### src/rtl/led_pkg.sv
// Shared constants for the LED pattern controller: pattern modes,
// register addresses and CTRL field positions.
// Latency: n/a (declarations only). Backpressure: n/a.
package led_pkg;

  typedef enum logic [1:0] {
    MODE_DIRECT = 2'd0,
    MODE_COUNT  = 2'd1,
    MODE_SCAN   = 2'd2,
    MODE_BLINK  = 2'd3
  } mode_e;

  localparam logic ADDR_DATA = 1'b0;
  localparam logic ADDR_CTRL = 1'b1;

  localparam int CTRL_MODE_LSB = 0;
  localparam int CTRL_MODE_MSB = 1;
  localparam int CTRL_BRT_LSB  = 2;
  localparam int CTRL_BRT_MSB  = 5;

  localparam logic [3:0] BRT_RESET = 4'hF;

endpackage

### src/rtl/led_tick.sv
// Pattern-tick prescaler: counts 0..TICK_DIV-1 and pulses tick on the last count.
// Latency: tick is combinational from the count register; clr takes effect next cycle.
// Backpressure: none; free-running, clr restarts the period.
//
// Ports:
//   clk, rst_n : clock, asynchronous active-low reset
//   clr        : restart the period (count returns to 0)
//   tick       : one-cycle pulse every TICK_DIV cycles
module led_tick #(
  parameter int TICK_DIV = 25_000_000
) (
  input  logic clk,
  input  logic rst_n,
  input  logic clr,
  output logic tick
);

  localparam int             CW   = $clog2(TICK_DIV);
  localparam logic [CW-1:0] LAST = CW'(TICK_DIV - 1);

  logic [CW-1:0] cnt_q, cnt_d;

  assign tick = (cnt_q == LAST);

  always_comb begin
    cnt_d = cnt_q + CW'(1);
    if (clr || tick) begin
      cnt_d = '0;
    end
  end

  always_ff @(posedge clk or negedge rst_n) begin
    if (!rst_n) begin
      cnt_q <= '0;
    end else begin
      cnt_q <= cnt_d;
    end
  end

endmodule

### src/rtl/led_sched.sv
// Memory-mapped LED pattern controller: DIRECT / COUNT / SCAN / BLINK on the LED count bus.
// Latency: register writes reach count one cycle after the write edge; pattern steps one cycle after a tick.
// Backpressure: none; every cpu_we write is accepted.
//
// Ports:
//   clk, rst_n         : clock, asynchronous active-low reset
//   cpu_we/addr/din    : write strobe, register select (0 DATA, 1 CTRL), write data
//   cpu_dout           : combinational read data for cpu_addr
//   count              : registered LED pattern
// Build option: define LED_PWM_EN to compile in per-LED brightness gating (CTRL[5:2]).
module led_sched
  import led_pkg::*;
#(
  parameter int TICK_DIV = 25_000_000,
  parameter int WIDTH    = 8
) (
  input  logic             clk,
  input  logic             rst_n,
  input  logic             cpu_we,
  input  logic             cpu_addr,
  input  logic [15:0]      cpu_din,
  output logic [15:0]      cpu_dout,
  output logic [WIDTH-1:0] count
);

  localparam logic [WIDTH-1:0] SCAN_LO = WIDTH'(1);
  localparam logic [WIDTH-1:0] SCAN_HI = WIDTH'(1) << (WIDTH - 1);

  mode_e            mode_q, mode_d;
  logic [WIDTH-1:0] data_q, data_d;
  logic [WIDTH-1:0] cnt_q, cnt_d;
  logic [WIDTH-1:0] scan_q, scan_d;
  logic             scan_left_q, scan_left_d;
  logic             blink_on_q, blink_on_d;
  logic [WIDTH-1:0] count_q, count_d;

  logic             tick;
  logic             ctrl_wr, data_wr;
  logic [WIDTH-1:0] scan_shift;
  logic [WIDTH-1:0] pat_cur, pat_next;
  logic             pwm_gate;
  logic [3:0]       bright_rb;
  logic             unused_din;

  assign ctrl_wr    = cpu_we && (cpu_addr == ADDR_CTRL);
  assign data_wr    = cpu_we && (cpu_addr == ADDR_DATA);
  assign unused_din = ^cpu_din[15:WIDTH];

  // A CTRL write restarts the tick period so the first step lands a full period later.
  led_tick #(
    .TICK_DIV (TICK_DIV)
  ) u_tick (
    .clk   (clk),
    .rst_n (rst_n),
    .clr   (ctrl_wr),
    .tick  (tick)
  );

  function automatic logic [WIDTH-1:0] pattern_of(
    input mode_e            m,
    input logic [WIDTH-1:0] d,
    input logic [WIDTH-1:0] c,
    input logic [WIDTH-1:0] s,
    input logic             on
  );
    pattern_of = d;
    case (m)
      MODE_DIRECT: pattern_of = d;
      MODE_COUNT:  pattern_of = c;
      MODE_SCAN:   pattern_of = s;
      MODE_BLINK:  pattern_of = on ? d : '0;
      default:     pattern_of = d;
    endcase
  endfunction

  always_comb begin
    mode_d      = mode_q;
    data_d      = data_q;
    cnt_d       = cnt_q;
    scan_d      = scan_q;
    scan_left_d = scan_left_q;
    blink_on_d  = blink_on_q;
    scan_shift  = scan_left_q ? (scan_q << 1) : (scan_q >> 1);

    if (ctrl_wr) begin
      // Any CTRL write (even the same mode) reloads every pattern and drops a coincident tick.
      mode_d      = mode_e'(cpu_din[CTRL_MODE_MSB:CTRL_MODE_LSB]);
      cnt_d       = data_q;
      scan_d      = SCAN_LO;
      scan_left_d = 1'b1;
      blink_on_d  = 1'b1;
    end else begin
      if (data_wr) begin
        data_d = cpu_din[WIDTH-1:0];
      end
      // In COUNT mode a DATA write beats a coincident tick.
      if (data_wr && mode_q == MODE_COUNT) begin
        cnt_d = cpu_din[WIDTH-1:0];
      end else if (tick) begin
        case (mode_q)
          MODE_COUNT: cnt_d = cnt_q + WIDTH'(1);
          MODE_SCAN: begin
            // Reverse on reaching an end so each end position is held for one tick only.
            scan_d = scan_shift;
            if (scan_shift == SCAN_HI) begin
              scan_left_d = 1'b0;
            end else if (scan_shift == SCAN_LO) begin
              scan_left_d = 1'b1;
            end
          end
          MODE_BLINK: blink_on_d = ~blink_on_q;
          default: ;
        endcase
      end
    end
  end

  assign pat_cur  = pattern_of(mode_q, data_q, cnt_q, scan_q, blink_on_q);
  assign pat_next = pattern_of(mode_d, data_d, cnt_d, scan_d, blink_on_d);

`ifdef LED_PWM_EN
  logic [3:0] pwm_q, pwm_d;
  logic [3:0] bright_q, bright_d;

  always_comb begin
    pwm_d    = pwm_q + 4'd1;
    bright_d = bright_q;
    if (ctrl_wr) begin
      bright_d = cpu_din[CTRL_BRT_MSB:CTRL_BRT_LSB];
    end
  end

  // Gate against the values the count register will see, keeping count fully registered.
  assign pwm_gate  = (pwm_d <= bright_d);
  assign bright_rb = bright_q;

  always_ff @(posedge clk or negedge rst_n) begin
    if (!rst_n) begin
      pwm_q    <= '0;
      bright_q <= BRT_RESET;
    end else begin
      pwm_q    <= pwm_d;
      bright_q <= bright_d;
    end
  end
`else
  assign pwm_gate  = 1'b1;
  assign bright_rb = 4'h0;
`endif

  assign count_d = pat_next & {WIDTH{pwm_gate}};
  assign count   = count_q;

  always_comb begin
    cpu_dout = '0;
    if (cpu_addr == ADDR_DATA) begin
      cpu_dout[WIDTH-1:0] = pat_cur;
    end else begin
      cpu_dout[CTRL_MODE_MSB:CTRL_MODE_LSB] = mode_q;
      cpu_dout[CTRL_BRT_MSB:CTRL_BRT_LSB]   = bright_rb;
    end
  end

  always_ff @(posedge clk or negedge rst_n) begin
    if (!rst_n) begin
      mode_q      <= MODE_DIRECT;
      data_q      <= '0;
      cnt_q       <= '0;
      scan_q      <= SCAN_LO;
      scan_left_q <= 1'b1;
      blink_on_q  <= 1'b1;
      count_q     <= '0;
    end else begin
      mode_q      <= mode_d;
      data_q      <= data_d;
      cnt_q       <= cnt_d;
      scan_q      <= scan_d;
      scan_left_q <= scan_left_d;
      blink_on_q  <= blink_on_d;
      count_q     <= count_d;
    end
  end

endmodule

### config.mk
export PLATFORM = sky130hd
export DESIGN_NAME = led_sched
export DESIGN_NICKNAME = d
export VERILOG_FILES = /design/src/rtl/led_pkg.sv /design/src/rtl/led_tick.sv /design/src/rtl/led_sched.sv
export SDC_FILE = /design/constraint.sdc
export NUM_CORES = 1
export LEC_CHECK = 0
export BUFFER_PORTS_ARGS = -buffer_cell sky130_fd_sc_hd__buf_2
export CAP_MARGIN = 25
export CORE_MARGIN = 2
export CORE_UTILIZATION = 40
export CTS_BUF_LIST = sky130_fd_sc_hd__clkbuf_16
export DETAILED_ROUTE_END_ITERATION = 7
export PLACE_DENSITY = 0.61
export SLEW_MARGIN = 5
export SYNTH_ARGS = -nofsm -noshare
export SYNTH_HDL_FRONTEND = slang
export SYNTH_SLANG_ARGS = --single-unit
export TNS_END_PERCENT = 30
### constraint.sdc
create_clock -name clk -period 2.3 [get_ports clk]
set_clock_uncertainty 0.2 [all_clocks]
set_input_delay 0.46 -clock clk [delete_from_list [all_inputs] [get_ports clk]]
set_output_delay 0.46 -clock clk [all_outputs]
set_load 0.02 [all_outputs]
==> impl_results.md, run 1 <==
- Sequential cell area fraction in the yosys report: between 40% and 50%
- Worst endpoint data arrival time: around 1800 ps
- Post-route non-filler standard cell count: a little over 600
- Unrepaired setup endpoints after global routing: yes
- Total placed cells including tap cells: 581
- Die Footprint: 9930 um^2
- Wire length per cell after detailed routing: 17.1 um
- Leakage: ~0.0022 uW
- Final non-filler cell area: 5030 um^2
- Number of clock sinks: 61
- Minimum clock period: 2500 ps
- Post-detailed-placement half-perimeter wirelength: just over 7000 um
- Layout cells sized above 1: 36.6%
- Hold Worst Slack: 234 ps
- Clock transition at the registers of the reported paths: 60 ps
- Number of buffers created by CTS: 9
- Number of antenna violations at the first check in global routing: 0
- Total Routing Usage GR: between 20 and 25%
- Pin count of the biggest net entering global routing: between 60 and 70
- Initial DRC Count: ~300
- Layout area overhead: 37.4%
- Cell types occupying the most area after synthesis: dfrtp_1 (40%), nand2_1 (4.4%), nor2_1 (4.0%), xor2_1 (3.8%), mux2_2 (3.1%)
- Critical R2R Capture: count[6]
- Row count: 34
- Run status: finished with violations
- CP Cell Sequence: nand2b_1, clkinv_2, ha_4, a311oi_2, nor3_1, mux2_2, buf_6
- Max-cap violations: 0
- Number of cells produced by synthesis: approximately 400
- Global-route wire length before repair: roughly 17000 um
- Final clock period utilization by the worst path: 109%
- Routed vias: 3469
- Final-layout setup total negative slack: -424 ps
- Yosys top cell by area: dfrtp_1
- Fraction of registers with async set or reset after synthesis: 100%
- Final Max Slew Viols: 0
- Maximum level of the CTS H-tree: 3
- Number of buffers between clock root and the deepest sink: 2
- Nature of the critical path startpoint: register
- Initial Util: approximately 42%
- Number of top-level pins: 44
- Crit path required time: between 1500 and 2000 ps
- Endpoint of the worst hold path: data_q[7]
- Flip-flop cell with the highest count after synthesis: dfrtp_1
- Number of hold violations in the final report: 0
- Mean cell area of the mapped netlist: around 9 um^2
- Die Width: between 90 and 100 um
- Crit-path slowest cell: dfrtp_1
- Routed via count divided by cell count: 5.66
- Total wirelength of the detailed-routed design: 10500 um
- Area of the core: 8810 um^2
- Worst-path maximum fanout: 3
- Clock insertion delay at the later pin of the skew report: approximately 330 ps
- Cell area power density: 696 nW/um^2
- Synth cell types: ~70
- Type of the worst setup path: reg -> out
- Library cell used as clock root buffer: clkbuf_16
- Count of flip-flops with a built-in enable after synthesis: 0
- Library cell with the highest instance count after synthesis: dfrtp_1
- Via count of the first global-routing pass: ~3400
- Peak clock frequency supported by timing: roughly 0.40 GHz
- Die H: 99.7 um
- Worst min path class: in -> reg
- Post-route DRC violation count: 0
- Flip-flop and latch count after synthesis: 61
- List of most frequent post-synthesis cells: dfrtp_1 (58), nand2_1 (43), nor2_1 (39)
- CP peak stage delay: ~400 ps
- Gpl congestion: around 0.9
- Proportion of netlist area held by the largest area contributor: approximately two fifths
- Final ANT Viol Nets: 0
- Start of the worst register-to-register path: mode_q[0]
- Startpoint of the worst hold path: cpu_din[7]
- Global-route congestion overflow total: 0
- Element type at the critical path end: output pin
- Worst reg-to-reg setup slack: -70 ps
- Post-synthesis instance area: between 3000 and 4000 um^2
- CTS tree: done
- Max IR drop VDD: around 0.00039 V
- Antenna diode count: 0
- Worst setup slack after layout: -198 ps
- Count of yosys warnings during synthesis: 0
- Worst slack at placement: -177 ps
- Worst reg-to-reg path cell count: 9
- Number of cells on the worst hold path: 3
- Detailed-routing iteration count for the pre-antenna-repair pass: 4
- Number of setup violations in the final report: 6
- Failing checks: negative setup slack
- DP Area: ~4400 um^2
- IO Port Bufs: 27
- Number of nets in the layout: about 520
registers in the layout, summed over array words and instances, names as in the netlist:
name          flops
u_tick.cnt_q     25
mode_q            2
blink_on_q        1
cnt_q             8
count             8
scan_q            8
data_q            8
scan_left_q       1
routing by layer:
metal	vias up	global-route usage [%]	wire [um]
met5	-	0	0
met4	0	10.0	214
met3	18	4.92	716
met2	117	32.4	4750
met1	1693	32.1	4810
li1	1641	-	-
worst max path at each step:
| stage | depth (start not counted) | endpoint | from |
|---|---|---|---|
| 6_report | 7 | cpu_dout[0] | mode_q[0] |
| 5_1_grt | 7 | cpu_dout[0] | mode_q[0] |
| 4_1_cts | 7 | cpu_dout[0] | mode_q[0] |
| 3_5_place_dp | 7 | count[5] | u_tick.cnt_q[0] |
| 3_3_place_gp | 7 | count[5] | u_tick.cnt_q[0] |
| 2_1_floorplan | 8 | count[7] | u_tick.cnt_q[0] |
critical path, delay by kind of cell, from the launching register on:
| family | cells | cell delay (ps) |
|---|---|---|
| and+or+nand+nor | 2 | 210 |
| buffers and inverters | 2 | 220 |
| adders and majority gates | 1 | 180 |
| DFF | 1 | 400 |
| AOI/OAI and AO/OA | 1 | 230 |
| muxes | 1 | 280 |
metrics by stage:
step                      utilization [%]  total power [uW]
after floorplan                         -              1750
after global placement               49.7              2080
after detailed placement             49.7              2100
after CTS                            54.8              3450
after global routing                 57.1              3680
final                                57.1              3500
layout make-up:
type,count,area [um^2]
multi-input combinational,305,2160
clock buffer,9,225
clock inverter,7,57.6
fill,772,3780
sequential,61,1530
tap,108,135
timing repair buffer,114,882
inverter,9,38.8
cell usage in the layout, fill, tap and decap left out, types with 3 or more instances in the layout:
master     count
a211oi_2       4
a31oi_1        5
clkbuf_16      9
buf_4         81
inv_1          7
buf_2         21
and3_1         6
o211ai_1       4
and4_1         3
nand3_1       20
nor4_1         3
o21ai_0       12
xor2_1        16
mux2i_1        8
conb_1         8
a21oi_1       10
nor2_1        39
nor3_2         3
nand2b_1       4
clkinv_2       5
nand4_1        7
xnor2_1        7
buf_12         4
or3_1          4
a22oi_2        4
nor3_1         5
and2_1         3
dfstp_2        3
a211oi_1       9
mux2_2        10
nor2b_1        7
nand2_1       42
dfrtp_1       58
buf_6          7
logic make-up (layout without fill, tap and decap cells):
family	after synthesis	count (layout)	synth area share (%)
buf+inv	38	139	5.23
flops	61	61	41.8
mux	21	21	6.09
other cells	1	8	0.102
compound gates	81	81	15.9
xor+xnor	23	23	5.50
fa+ha+maj	3	3	1.03
simple gates	169	169	24.3
what timing repair did:
action,in CTS,in global routing
hold buffers,1,0
pin swaps,9,11
endpoints found under the hold margin,58,0
gates resized for setup,23,29
buffers inserted,8,7
endpoints found under the setup margin,16,21
power breakdown:
group	total [uW]	switching, uW	internal [uW]
combinational	939	523	416
sequential	1270	85.0	1190
clock	1290	467	822
total	3500	1080	2430
No activity file was read; power rests on OpenSTA's default activity.
==> run 2: changes to the inputs <==
--- a/config.mk
+++ b/config.mk
@@ -11,7 +11,7 @@
 export CORE_UTILIZATION = 40
 export CTS_BUF_LIST = sky130_fd_sc_hd__clkbuf_16
 export DETAILED_ROUTE_END_ITERATION = 7
-export PLACE_DENSITY = 0.61
+export PLACE_DENSITY = 0.58
 export SLEW_MARGIN = 5
 export SYNTH_ARGS = -nofsm -noshare
 export SYNTH_HDL_FRONTEND = slang
==> constraint.sdc (replaced) <==
create_clock -name clk -period 2.4 [get_ports clk]
set_clock_uncertainty 0.2 [all_clocks]
set_input_delay 0.48 -clock clk [delete_from_list [all_inputs] [get_ports clk]]
set_output_delay 0.48 -clock clk [all_outputs]
set_load 0.02 [all_outputs]
==> impl_results.md, run 2 (synthesis results as in run 1) <==
- Run status: finished with violations
- Failing checks: negative setup slack
- Leading cell type in the layout, fill and taps excluded: buf_4
- Startpoint of the worst hold path: cpu_din[7]
- Proportion of power drawn by the clock network: a little over a third
- Number of top-level pins: 44
- Max IR drop VDD: between 0.0003 and 0.0004 V
- CTS tree: done
- Number of clock sinks: about 60
- Library cell used as clock root buffer: clkbuf_16
- Number of setup violations in the final report: 3
- Clock insertion delay at the later pin of the skew report: 330 ps
- Number of flip-flops under the largest register name: 25
- Max-cap violations: 0
- Number of nets in the layout: ~500
- Nature of the critical path startpoint: register
- Detailed-routing iteration count for the pre-antenna-repair pass: 6
- Area of the core: 8810 um^2
- Minimum clock period: approximately 2500 ps
- Post-route DRC violation count: 0
- Maximum level of the CTS H-tree: 3
- Row count: 34
- Post-detailed-placement half-perimeter wirelength: approximately 7300 um
- Routed via count divided by cell count: approximately 5.6
- Final ANT Viol Nets: 0
- Type of the worst setup path: reg -> out
- Initial DRC Count: 210
- Number of hold violations in the final report: 0
- Die H: about 100 um
- Gate power share: around a quarter
- Initial Util: about two fifths
- Peak clock frequency supported by timing: 0.397 GHz
- Die Width: ~100 um
- Via count of the first global-routing pass: between 3000 and 4000
- Post-route non-filler standard cell count: slightly below 600
- Gpl congestion: between 0.8 and 0.9
- Proportion of total power due to net switching: a little under a third
- IO Port Bufs: 27
- Cell area power density: roughly 670 nW/um^2
- Crit path required time: 1720 ps
- Switching power summed over all nets: 996 uW
- Global-route congestion overflow total: 0
- Hold Worst Slack: roughly 240 ps
- Final Max Slew Viols: 0
- Total placed cells including tap cells: roughly 570
- Launch point of the critical path: mode_q[0]
- Least-Margin Pin Slew: 528 ps
- Register ranked first by flip-flop count: u_tick.cnt_q
- Element type at the critical path end: output pin
- Unrepaired setup endpoints after global routing: yes
- Total Routing Usage GR: approximately a fifth
- Worst slew slack as a fraction of its limit: between 60% and 70%
- Total wirelength of the detailed-routed design: a little over 10000 um
- Die Footprint: around 10000 um^2
- Number of buffers between clock root and the deepest sink: 2
- Leakage: 0.00211 uW
- Worst setup slack after layout: -122 ps
- Worst min path class: in -> reg
- Routed vias: 3305
- Layout area overhead: 29.3%
- Commonest cells after routing, fill and taps aside: buf_4 (59), dfrtp_1 (57), nand2_1 (42)
- Number of buffers created by CTS: 9
- Power Internal: 2170 uW
- Number of antenna violations at the first check in global routing: 0
- Pin count of the biggest net entering global routing: 29
- Final clock period utilization by the worst path: 105%
- Global-route wire length before repair: about 17000 um
- Worst-path maximum fanout: 4
- Antenna diode count: 0
- Start of the worst register-to-register path: u_tick.cnt_q[1]
- Wire length per cell after detailed routing: roughly 17 um
- Clock transition at the registers of the reported paths: 60 ps
- Worst endpoint data arrival time: roughly 1800 ps
- Share of power burned in registers: approximately two fifths
- Layout cells sized above 1: ~30%
[run 2: cell types whose count changed in the layout (fill, tap and decap cells not counted), moves of 3 or more]
cell / previous run / this run
nor3_1: 5 / 8
mux2i_1: 8 / 11
nor3_2: 3 / 0
inv_1: 7 / 10
a22oi_2: 4 / 0
buf_4: 81 / 59
a22oi_1: 2 / 6
buf_2: 21 / 25
[run 2: worst paths after layout]
kind,endpoint,slack [ps],cells after the start
max in group asynchronous,blink_on_q,910,3
min in group asynchronous,u_tick.cnt_q[19],470,2
min reg2reg,u_tick.cnt_q[14],370,2
max reg2reg,count[5],-40,7
min,data_q[7],240,3
max,cpu_dout[0],-120,7
[run 2: area by class of cell]
class,count,area [um^2]
Clock buffer,9,225
Timing Repair Buffer,92,674
Sequential cell,61,1530
Clock inverter,7,28.8
Tap cell,108,135
Multi-Input combinational cell,306,2100
Inverter,9,35.0
Fill cell,789,4080
[run 2: power groups by stage]
| stage | combinational (uW) | sequential (uW) | clock, uW |
|---|---|---|---|
| 3_3_place_gp | 738 | 1230 | 0 |
| 3_5_place_dp | 746 | 1230 | 0 |
| 2_1_floorplan | 400 | 1270 | 0 |
| 4_1_cts | 788 | 1220 | 1130 |
| 6_report | 831 | 1230 | 1110 |
| 5_1_grt | 910 | 1240 | 1190 |
[run 2: timing repair]
action                                  in CTS  in global routing
cloned                                       0                  1
pin swaps                                    4                 14
endpoints found under the setup margin      11                 16
hold buffers                                 1                  0
gates resized for setup                     16                 15
setup buffers                                2                  7
endpoints found under the hold margin       19                  0
[run 2: metrics by stage]
step	utilization, %	setup TNS [ps]	setup slack, ps	area (um^2)	total power (uW)
5_1_grt	53.7	-741	-187	4730	3340
3_5_place_dp	48.0	-396	-107	4230	1980
4_1_cts	52.0	-168	-117	4580	3140
2_1_floorplan	-	-23.0	-23.0	3690	1670
3_3_place_gp	48.0	-321	-88.0	4230	1970
6_report	53.7	-172	-122	4730	3170
[run 2: worst max-delay path, stage by stage (launching register included)]
cell and delay (ps):
dfrtp_2 430, nand2b_1 120, clkinv_2 90, ha_4 170, nor4b_4 200, nor3_1 80, mux2_4 290, buf_6 130
[run 2: routing by layer]
layer,track usage (%),up-vias,part of all wire [%]
met5,0,-,0
met2,31.0,115,44
met3,3.58,18,6.9
met1,31.3,1566,48
li1,-,1606,-
met4,9.59,0,1.9
